===== src/rtl/core_run_ctrl.sv =====
`default_nettype none
// ============================================================================
// Module   : core_run_ctrl
// Purpose  : Holds a core cluster in reset, releases cores on a stagger,
//            supervises the run for completion or timeout.
// Revision : 1.0  initial release
// ============================================================================
module core_run_ctrl #(
    parameter int NUM_CORES       = 2,
    parameter int RST_HOLD_CYCLES = 2,
    parameter int STAGGER_CYCLES  = 1,
    parameter int TIMEOUT_CYCLES  = 30,
    parameter int CNT_W           = 16
) (
    input  logic                 clk,
    input  logic                 rst,
    input  logic                 start,
    input  logic                 abort,
    input  logic [NUM_CORES-1:0] halt_req,
    output logic [NUM_CORES-1:0] core_rst_n,
    output logic [NUM_CORES-1:0] core_halted,
    output logic                 running,
    output logic                 done,
    output logic                 timeout,
    output logic [CNT_W-1:0]     cycle_count
);

    typedef enum logic [2:0] {
        S_IDLE       = 3'd0,
        S_RESET_HOLD = 3'd1,
        S_RELEASE    = 3'd2,
        S_RUN        = 3'd3,
        S_DONE       = 3'd4,
        S_TIMEOUT    = 3'd5
    } state_t;

    localparam logic [31:0]      c_hold_last = 32'(RST_HOLD_CYCLES - 1);
    localparam logic [31:0]      c_rel_last  = 32'((NUM_CORES - 1) * STAGGER_CYCLES);
    localparam logic [CNT_W-1:0] c_cnt_max   = {CNT_W{1'b1}};
    localparam logic [CNT_W-1:0] c_to_last   = CNT_W'(TIMEOUT_CYCLES - 1);

    state_t               r_state;
    logic [31:0]          r_cnt;
    logic [NUM_CORES-1:0] r_core_rst_n;
    logic [NUM_CORES-1:0] r_halted;
    logic [CNT_W-1:0]     r_cycle_count;
    logic                 r_running;
    logic                 r_done;
    logic                 r_timeout;

    logic [31:0]          w_rel_idx;
    logic [NUM_CORES-1:0] w_rel_mask;
    logic [NUM_CORES-1:0] w_halted_next;
    logic                 w_all_halted;

    // Release offset of the cycle being entered: 0 on RELEASE entry, k+1 while in RELEASE.
    assign w_rel_idx = (r_state == S_RELEASE) ? (r_cnt + 32'd1) : 32'd0;

    generate
        for (genvar gi = 0; gi < NUM_CORES; gi++) begin : g_rel
            assign w_rel_mask[gi] = (32'(gi * STAGGER_CYCLES) <= w_rel_idx);
        end
    endgenerate

    // A halt request only counts for a core that is already out of reset.
    assign w_halted_next = ((r_state == S_RELEASE) || (r_state == S_RUN))
                         ? (r_halted | (halt_req & r_core_rst_n))
                         : r_halted;
    assign w_all_halted  = &w_halted_next;

    always_ff @(posedge clk) begin
        if (rst || abort) begin
            r_state       <= S_IDLE;
            r_cnt         <= '0;
            r_core_rst_n  <= '0;
            r_halted      <= '0;
            r_cycle_count <= '0;
            r_running     <= 1'b0;
            r_done        <= 1'b0;
            r_timeout     <= 1'b0;
        end else begin
            case (r_state)
                S_IDLE, S_DONE, S_TIMEOUT: begin
                    if (start) begin
                        r_state       <= S_RESET_HOLD;
                        r_cnt         <= '0;
                        r_core_rst_n  <= '0;
                        r_halted      <= '0;
                        r_cycle_count <= '0;
                        r_done        <= 1'b0;
                        r_timeout     <= 1'b0;
                    end
                end
                S_RESET_HOLD: begin
                    if (r_cnt == c_hold_last) begin
                        r_state      <= S_RELEASE;
                        r_cnt        <= '0;
                        r_core_rst_n <= w_rel_mask;
                    end else begin
                        r_cnt <= r_cnt + 32'd1;
                    end
                end
                S_RELEASE: begin
                    r_halted <= w_halted_next;
                    if (r_cnt == c_rel_last) begin
                        r_state   <= S_RUN;
                        r_running <= 1'b1;
                    end else begin
                        r_cnt        <= r_cnt + 32'd1;
                        r_core_rst_n <= w_rel_mask;
                    end
                end
                S_RUN: begin
                    r_halted <= w_halted_next;
                    if (r_cycle_count != c_cnt_max) begin
                        r_cycle_count <= r_cycle_count + 1'b1;
                    end
                    // Completion is checked first so a last-cycle halt beats the timeout.
                    if (w_all_halted) begin
                        r_state      <= S_DONE;
                        r_running    <= 1'b0;
                        r_done       <= 1'b1;
                        r_core_rst_n <= '0;
                    end else if (r_cycle_count == c_to_last) begin
                        r_state      <= S_TIMEOUT;
                        r_running    <= 1'b0;
                        r_timeout    <= 1'b1;
                        r_core_rst_n <= '0;
                    end
                end
                default: begin
                    r_state <= S_IDLE;
                end
            endcase
        end
    end

    assign core_rst_n  = r_core_rst_n;
    assign core_halted = r_halted;
    assign running     = r_running;
    assign done        = r_done;
    assign timeout     = r_timeout;
    assign cycle_count = r_cycle_count;

endmodule
`default_nettype wire


===== config.mk =====
export PLATFORM = sky130hd
export DESIGN_NAME = core_run_ctrl
export DESIGN_NICKNAME = d
export VERILOG_FILES = /design/src/rtl/core_run_ctrl.sv
export SDC_FILE = /design/constraint.sdc
export NUM_CORES = 1
export LEC_CHECK = 0
export CAP_MARGIN = 0
export CORE_AREA = 3 3 114 72
export DETAILED_ROUTE_END_ITERATION = 8
export DIE_AREA = 0 0 117 75
export PLACE_DENSITY = 0.8
export RECOVER_POWER = 25
export SETUP_SLACK_MARGIN = 0.3
export SLEW_MARGIN = 10
export SYNTH_ARGS = -nofsm -noshare
export SYNTH_HDL_FRONTEND = slang
export SYNTH_SLANG_ARGS = --single-unit

===== constraint.sdc =====
create_clock -name clk -period 2.4 [get_ports clk]
set_clock_uncertainty 0.05 [all_clocks]
set_input_delay 0.48 -clock clk [delete_from_list [all_inputs] [get_ports clk]]
set_output_delay 0.48 -clock clk [all_outputs]
set_load 0.02 [all_outputs]

Word-level counts from Yosys, hierarchy flattened:

Cells that the tools add are included.

* multiplexer cells: 32
* add/sub/neg operators: 2
* bitwise gates (word level): 2
* reduce and logical (&&, ||, !) cells: 19
* eq/ne operators: 17
* magnitude comparators: 2

Operators by type and width (count)
* $mux W32: 4
* $pmux W32 S3: 1
* $le A1 B32 Y1 const A: 2
* $add A32 B1 Y32 const B: 1
* $eq A32 B1 Y1 const B: 1
* $mux W16: 2
* $pmux W16 S2: 1
* $add A16 B1 Y16 const B: 1
* $eq A16 B5 Y1 const B: 1
* $ne A16 B16 Y1 const B: 1
* $mux W3: 5
* $mux W2: 6
* $pmux W3 S4: 1
* $reduce_and A3 Y1: 4
* $ne A2 B2 Y1 const B: 5
* $pmux W2 S4: 1
* $reduce_and A4 Y1: 2
* $mux W1: 7
* $eq A3 B2 Y1 const B: 2
* $eq A3 B3 Y1 const B: 2
* $ne A2 B1 Y1 const B: 3
* $pmux W1 S2: 3
* $reduce_bool A2 Y1: 3
* $reduce_and A5 Y1: 1
* other kinds (12): 14

* flip-flop bits (word level): 58
* bits of input ports: 6

Logic depth before layout (Yosys ltp):

Gate-level depths: netlist of the first run.

* depth after elaboration: 6
* depth in mapped cells: 11
* mapped depth without buffers: 9

Worst setup path after synthesis of the first run:

No wires, ideal clock.

* path type: register to register
* start point: register r_cnt[14]
* end point: register r_core_rst_n[1], in the netlist core_rst_n[1]
* cell stages (with the launch flop): 9
* clock period less this slack: 2.459 ns
* slack: -0.059 ns
* arrival time: 2.280 ns
* path buffers: 1
* cells stage by stage: dfxtp_1 > buf_6 > or4_1 > or3_4 > nor3_4 > nor3_2 > o31a_1 > nor4_2 > a31oi_1

* word-level cells in the longest chain between the ends: 5
* elaborated cells between the ends (all ways): 10

RTL lines
* start, declared: line 43 `logic [31:0] r_cnt;`
* start signal, assigned: line 100 `r_cnt <= r_cnt + 32'd1;`
* start signal, assigned: line 109 `r_cnt <= r_cnt + 32'd1;`
* $add A32 B1 Y32: line 57 `assign w_rel_idx = (r_state == S_RELEASE) ? (r_cnt + 32'd1) : 32'd0;`
* $mux W32: line 57
* $le A1 B32 Y1: line 61 `assign w_rel_mask[gi] = (32'(gi * STAGGER_CYCLES) <= w_rel_idx);`
* $mux W2, on equally long branches: line 105, 95
* $pmux W2 S4: line 82 `case (r_state)`
* end signal, assigned: line 98 `r_core_rst_n <= w_rel_mask;`
* end signal, assigned: line 110 `r_core_rst_n <= w_rel_mask;`
* end, declared: line 44 `logic [NUM_CORES-1:0] r_core_rst_n;`

Several ways; a longest one is shown, not always the timed one. The select of a mux whose other input is x is not followed.
A chain may end at the register's enable or synchronous reset.

Worst setup path after layout of the first run:

* start point: register r_cnt[15]
* end point: register r_core_rst_n[1], in the netlist core_rst_n[1]

Same word-level chain as after synthesis.

==> qor.csv, run 1 <==
stage,metric,value,unit
global_routing,GRT Util Overall,28.7,%
route,antenna violation net count after detailed routing,0,
job,max_cap viols,0,
outcome,failing checks,negative setup slack,
synth,Post-synth ARST share,0,%
setup_path,Crit Path Class,register to register,
cells_and_area,antenna cells,0,
clock_tree,"Reg clk slew, reported paths",0.05,ns
power_and_ir_drop,Comb power frac,7.8,%
synth,post-synthesis xor/xnor area fraction,4.39,%
floorplan,area of the core,0.00721,mm²
cells_and_area,FILL cells,562,
cells_and_area,Nets,563,
power_and_ir_drop,overall power,2.50,mW
timing,Final Max Tran Viols,0,
route,Pre-antenna DRT Iters,5,
floorplan,Die Ht,75,µm
synth,Synth Area in Compound Gates,19.8,%
placement,DP Area,0.00428,mm²
route,wire per inst,19.7,µm
global_routing,global route overflow,0,
synth,Synth area leaders,"dfxtp_1 32%, nor2_1 7.1%, a21oi_1 6.3%, nor3_1 4.7%, o21ai_0 3.6%",
clock_tree,CTS Buf Count,9,
synth,most frequent cells after synthesis,"68 x nor2_1, 58 x dfxtp_1, 45 x a21oi_1",
synth,share of the synthesized area in the top cell type,32.3,%
power_and_ir_drop,peak supply drop,0.000319,V
floorplan,I/O pins,29,
timing,Slew @ Worst Pin,0.853,ns
timing,RSZ-0062 raised after global routing,true,
clock_tree,CTS tree,done,
cells_and_area,Area growth syn-to-layout,35.7,%
synth,post-synthesis cell count,476,
cells_and_area,ratio of cells with drive above 1 in the final layout,26.2,%
clock_tree,clk_lat worst skew,0.34,ns
cells_and_area,Layout Utilization,67.7,%
timing,Max transition margin,43.1,%
synth,adder-cell area share of the yosys netlist,1.39,%
clock_tree,Clock Tree Root,clkbuf_16,
floorplan,Die Area,0.00878,mm²
power_and_ir_drop,clock share of power,53.4,%
placement,dpl hpwl,8420,µm
timing,"Hold Violations, Final",0,
global_routing,antenna violations before repair,0,
placement,GP Congestion,0.989,
cells_and_area,Post-Layout Cell Count,648,
route,Starting DRT DRC Count,600,
global_routing,largest net degree at the start of global routing,34,
outcome,status,"finished, violations left",
clock_tree,CTS HTree Levels,3,
synth,post-synthesis register bit count,58,
power_and_ir_drop,internal cell power,1.93,mW
route,Vias/cell,6.37,
synth,Syn Nets,486,
synth,Netlist cell types,60,
synth,mapped cell area,0.00359,mm²
floorplan,Chip Width,117,µm
route,via count,4126,
global_routing,first-pass GRT wire length,19100,µm
placement,dpl cells,621,
timing,WHS,0.432,ns
timing,endpoints failing setup,1,
placement,port buffer count,28,
setup_path,Worst Setup End Kind,register,
synth,post-synthesis mux area share,2.05,%
timing,setup tns final,-0.00626,ns
power_and_ir_drop,switch share,22.7,%
floorplan,Initial Utilization,49.9,%
synth,syn avg cell area,7.55,µm²
synth,simple-gate share of the synthesized area,33.3,%
power_and_ir_drop,Power Density,513,mW/mm²
timing,Peak Freq,0.416,GHz
timing,crit path time final,2.41,ns
cells_and_area,fin area,0.00488,mm²
route,DRC viols,0,
setup_path,Worst EP required,2.56,ns
setup_path,crit path launch type,register,
setup_path,internal reg-to-reg setup slack,-0.006,ns
synth,most frequent cell after synthesis,nor2_1,
clock_tree,Post-CTS Hold Buffers,0,
clock_tree,Max Root-Sink Buffers,2,
synth,synth warn,0,
timing,period utilization,100,%
route,final WL,12700,µm
synth,Yosys top cell by area,dfxtp_1,
setup_path,crit path DAT,2.57,ns
clock_tree,Sink Count,58,
timing,Final Worst Setup Slack,-0.00626,ns
placement,Placement Setup Slack,-0.0900,ns
synth,main combinational cell family by area after synthesis,simple AND/OR/NAND/NOR gates,
power_and_ir_drop,NetSw,0.567,mW
global_routing,vias in the first global route,3545,
synth,register area share after synthesis,32.3,%
power_and_ir_drop,Pleak,1.75,nW
synth,Most used DFF post-synth,dfxtp_1,
power_and_ir_drop,sequential power share,38.8,%
setup_path,"Max FO, Critical Path",11,
min_path,hold crit path type,register to register,
floorplan,FP Rows,24,
synth,Post-synth EDFFs,0,
power groups by stage:
stage	logic, mW	clock network, mW	registers, mW
after floorplan	0.107	0	0.987
after global placement	0.153	0	0.989
after detailed placement	0.156	0	0.989
after CTS	0.183	1.34	0.970
after global routing	0.203	1.39	0.969
final	0.195	1.34	0.969
final timing paths:
kind,cells after the start,from,end
setup / recovery,8,r_cnt[15]$_SDFFE_PP0P_,core_rst_n[1]$_SDFFE_PP0P_
hold / removal,2,done$_SDFFE_PP0P_,done$_SDFFE_PP0P_
setup reg to reg,8,r_cnt[15]$_SDFFE_PP0P_,core_rst_n[1]$_SDFFE_PP0P_
hold reg to reg,2,done$_SDFFE_PP0P_,done$_SDFFE_PP0P_
flip-flops by register name, indices dropped and copies added, names as in the netlist:
signal and count:
core_halted 2, core_rst_n 2, timeout 1, running 1, r_cnt 32, cycle_count 16
r_state 3, done 1
area by class of cell:
cell class                      count  area [µm²]  share of cell area, %
Multi-Input combinational cell    375        2370                   48.6
Sequential cell                    58        1180                   24.1
Timing Repair Buffer               99         872                   17.9
Clock buffer                       13         270                   5.54
Tap cell                           91         114                   2.34
Inverter                           10        37.5                  0.770
Clock inverter                      2        35.0                  0.719
cell families after synthesis:
logic type / after synthesis
buf+inv: 43
flops: 58
mux: 7
compound gates: 117
simple gates: 229
fa+ha+maj: 4
xor+xnor: 18
worst max-delay path, cell delays in order (launching register included):
cell and delay, ns:
dfxtp_1 0.33, buf_4 0.19, and4_2 0.35, nand3_2 0.20, nor3_2 0.29, nand2_1 0.13, a221oi_2 0.36, and4_4 0.29
a31oi_1 0.09
metal layers:
| layer | wire length [µm] | vias up | GRT usage [%] |
|---|---|---|---|
| met3 | 1520 | 28 | 10.8 |
| met5 | 0 | - | 0 |
| met1 | 5680 | 1984 | 42.8 |
| met2 | 5320 | 240 | 38.4 |
| li1 | - | 1874 | - |
| met4 | 219 | 0 | 7.25 |
layout by cell type, fill, tap and decap left out, types with 4 or more instances in the layout:
| cell | netlist | final |
|---|---|---|
| a211oi_2 | 3 | 4 |
| a21o_1 | 5 | 5 |
| a21oi_1 | 45 | 42 |
| a31oi_1 | 7 | 7 |
| and3_1 | 8 | 8 |
| buf_4 | 4 | 60 |
| clkbuf_1 | 14 | 5 |
| clkbuf_16 | 0 | 9 |
| clkdlybuf4s50_1 | 0 | 20 |
| dfxtp_1 | 58 | 47 |
| dfxtp_2 | 0 | 10 |
| dlygate4sd3_1 | 0 | 8 |
| inv_1 | 9 | 9 |
| mux2i_1 | 4 | 4 |
| nand2_1 | 31 | 31 |
| nand2b_1 | 6 | 5 |
| nand3_1 | 15 | 14 |
| nand4_1 | 16 | 16 |
| nand4b_1 | 4 | 4 |
| nor2_1 | 68 | 62 |
| nor3_1 | 34 | 30 |
| nor3_2 | 1 | 4 |
| o211ai_1 | 4 | 4 |
| o21a_1 | 4 | 4 |
| o21ai_0 | 26 | 11 |
| o21ai_1 | 5 | 18 |
| or2_2 | 7 | 7 |
| or3_1 | 8 | 8 |
| or4_4 | 0 | 4 |
| xnor2_1 | 12 | 12 |
| xor2_1 | 6 | 5 |
timing repair:
| action | in CTS | in global routing |
|---|---|---|
| resized for setup | 15 | 39 |
| buffers inserted | 5 | 6 |
| endpoints found under the setup margin | 46 | 45 |
| cloned | 1 | 0 |
| hold endpoints to repair | 0 | 0 |
| pin swaps | 7 | 15 |
(Power assumes the default switching activity.)
==> inputs of run 2 (changes only) <==
--- a/config.mk
+++ b/config.mk
@@ -6,10 +6,10 @@
 export NUM_CORES = 1
 export LEC_CHECK = 0
 export CAP_MARGIN = 0
-export CORE_AREA = 3 3 114 72
+export CORE_AREA = 3 3 111 70
 export DETAILED_ROUTE_END_ITERATION = 8
-export DIE_AREA = 0 0 117 75
-export PLACE_DENSITY = 0.8
+export DIE_AREA = 0 0 114 73
+export PLACE_DENSITY = 0.83
 export RECOVER_POWER = 25
 export SETUP_SLACK_MARGIN = 0.3
 export SLEW_MARGIN = 10
==> run 2 against run 1 <==
  * Non-clock buffer count is the same
  * Worst hold slack gained 0.014 ns
  * Count of clock-buffer cells in the layout shrank 1
  * Register-to-register slack lost 0.099 ns
  * The run still ends with negative setup slack left
  * Final cell count shrank 0.62%
  * Highest routed layer unchanged
  * Routed wire length grew 9.2%
  * Critical endpoint is now r_cnt[27]$_SDFFE_PP0P_
  * Via count grew 5.7%
  * Sequential cell count is the same
==> qor.csv, run 2 (synthesized netlist as in run 1, its figures left out) <==
stage,metric,value,unit
clock_tree,"Reg clk slew, reported paths",0.05,ns
timing,WHS,0.446,ns
cells_and_area,Post-Layout Cell Count,644,
global_routing,met2 usage,44.2,%
placement,port buffer count,28,
route,antenna violation net count after detailed routing,0,
cells_and_area,most flop-heavy register,r_cnt,
floorplan,I/O pins,29,
setup_path,Worst EP required,2.61,ns
route,Pre-antenna DRT Iters,8,
min_path,hold crit path type,register to register,
route,wire per inst,21.6,µm
clock_tree,Max Root-Sink Buffers,2,
global_routing,met3 GRT Util,11.2,%
cells_and_area,Largest register FFs,32,
clock_tree,Sink Count,58,
route,Vias/cell,6.77,
cells_and_area,Nets,563,
timing,Final Max Tran Viols,0,
cells_and_area,ratio of cells with drive above 1 in the final layout,30.9,%
timing,Max transition margin,46.2,%
power_and_ir_drop,overall power,2.50,mW
floorplan,Die Area,0.00832,mm²
power_and_ir_drop,peak supply drop,0.000398,V
timing,period utilization,104,%
cells_and_area,Area growth syn-to-layout,41.7,%
power_and_ir_drop,Pleak,1.76,nW
global_routing,Top Usage Layer GRT,met2,
setup_path,Crit Path Class,register to register,
global_routing,antenna violations before repair,0,
global_routing,vias in the first global route,3854,
cells_and_area,"commonest non-fill, non-tap cell in the layout",nor2_1,
route,final WL,13900,µm
timing,RSZ-0062 raised after global routing,true,
cells_and_area,antenna cells,0,
timing,Peak Freq,0.399,GHz
floorplan,Initial Utilization,53.4,%
global_routing,largest net degree at the start of global routing,34,
floorplan,Die Ht,73,µm
global_routing,global route overflow,0,
floorplan,area of the core,0.00673,mm²
timing,Final Worst Setup Slack,-0.105,ns
placement,dpl hpwl,7830,µm
placement,dpl cells,609,
timing,Slew @ Worst Pin,0.807,ns
cells_and_area,most frequent cells in the layout,"59 x nor2_1, 51 x buf_4, 48 x dfxtp_1",
job,max_cap viols,0,
global_routing,GRT Util Overall,30.4,%
setup_path,Worst Setup End Kind,register,
outcome,status,"finished, violations left",
timing,"Hold Violations, Final",0,
timing,setup tns final,-0.809,ns
power_and_ir_drop,Power Density,492,mW/mm²
outcome,failing checks,negative setup slack,
clock_tree,CTS Buf Count,9,
placement,GP Congestion,1.02,
timing,crit path time final,2.50,ns
route,Starting DRT DRC Count,929,
setup_path,crit path DAT,2.72,ns
cells_and_area,Layout Utilization,75.6,%
clock_tree,CTS tree,done,
floorplan,FP Rows,23,
clock_tree,Clock Tree Root,clkbuf_16,
global_routing,first-pass GRT wire length,19800,µm
setup_path,crit path launch type,register,
global_routing,met1 Use GR,41.7,%
timing,endpoints failing setup,18,
clock_tree,CTS HTree Levels,3,
route,DRC viols,0,
clock_tree,clk_lat worst skew,0.34,ns
floorplan,Chip Width,114,µm
setup_path,"Max FO, Critical Path",9,
route,via count,4363,
## run 2: cell types whose count changed in the layout (fill, tap and decap cells not counted), moves of 4 or more
cell             change
a21oi_1             -13
a21oi_2              +8
a21oi_4              +5
buf_4                -9
buf_6               +12
clkdlybuf4s50_1      +8
dlygate4sd3_1        -8
o21ai_1              -4
o21ai_2              +4
## run 2: metrics by stage
step | setup slack [ns] | cell area [µm²]
6_report | -0.105 | 5090
5_1_grt | -0.228 | 5090
4_1_cts | 0.00182 | 4730
3_5_place_dp | -0.00769 | 4210
3_3_place_gp | 0.0340 | 4210
2_1_floorplan | 0.0293 | 3630
## run 2: power breakdown
group	total (mW)	switching (mW)	internal, mW	leakage (nW)
Sequential	0.968	0.00285	0.965	0.472
Clock	1.28	0.456	0.822	0.142
Combinational	0.259	0.143	0.115	1.15
Total	2.50	0.602	1.90	1.76
## run 2: cell type report
cell class | instances | area (µm²)
sequential | 58 | 1180
inverter | 10 | 37.5
timing repair buffer | 99 | 952
tap | 87 | 109
clock buffer | 12 | 246
fill | 425 | 1640
multi-input combinational | 375 | 2530
clock inverter | 3 | 40.0
## run 2: layer usage
layer  vias up  wire [µm]
met5         -          0
met4         0        634
met3        89       1920
met2       378       5800
met1      2013       5560
li1       1883          -
## run 2: worst max-delay path, cell delays in order (launching register included)
cell,delay [ns]
dfxtp_1,0.53
nor3_1,0.12
nand3_1,0.21
nor3_4,0.10
buf_6,0.13
a211o_4,0.37
buf_6,0.16
buf_6,0.11
or4_4,0.52
a21oi_2,0.14
## run 2: final timing paths
check                         start                endpoint  slack, ns  depth (start not counted)
min               done$_SDFFE_PP0P_       done$_SDFFE_PP0P_       0.45                          2
min reg2reg       done$_SDFFE_PP0P_       done$_SDFFE_PP0P_       0.45                          2
max reg2reg  r_cnt[17]$_SDFFE_PP0P_  r_cnt[27]$_SDFFE_PP0P_      -0.10                          9
max          r_cnt[17]$_SDFFE_PP0P_  r_cnt[27]$_SDFFE_PP0P_      -0.10                          9
## run 2: timing repair
item / CTS / global route
hold buffers: 0 / 0
setup buffers: 7 / 8
resized for setup: 32 / 76
endpoints found under the setup margin: 41 / 48
pin swaps: 19 / 37
cloned: 4 / 1
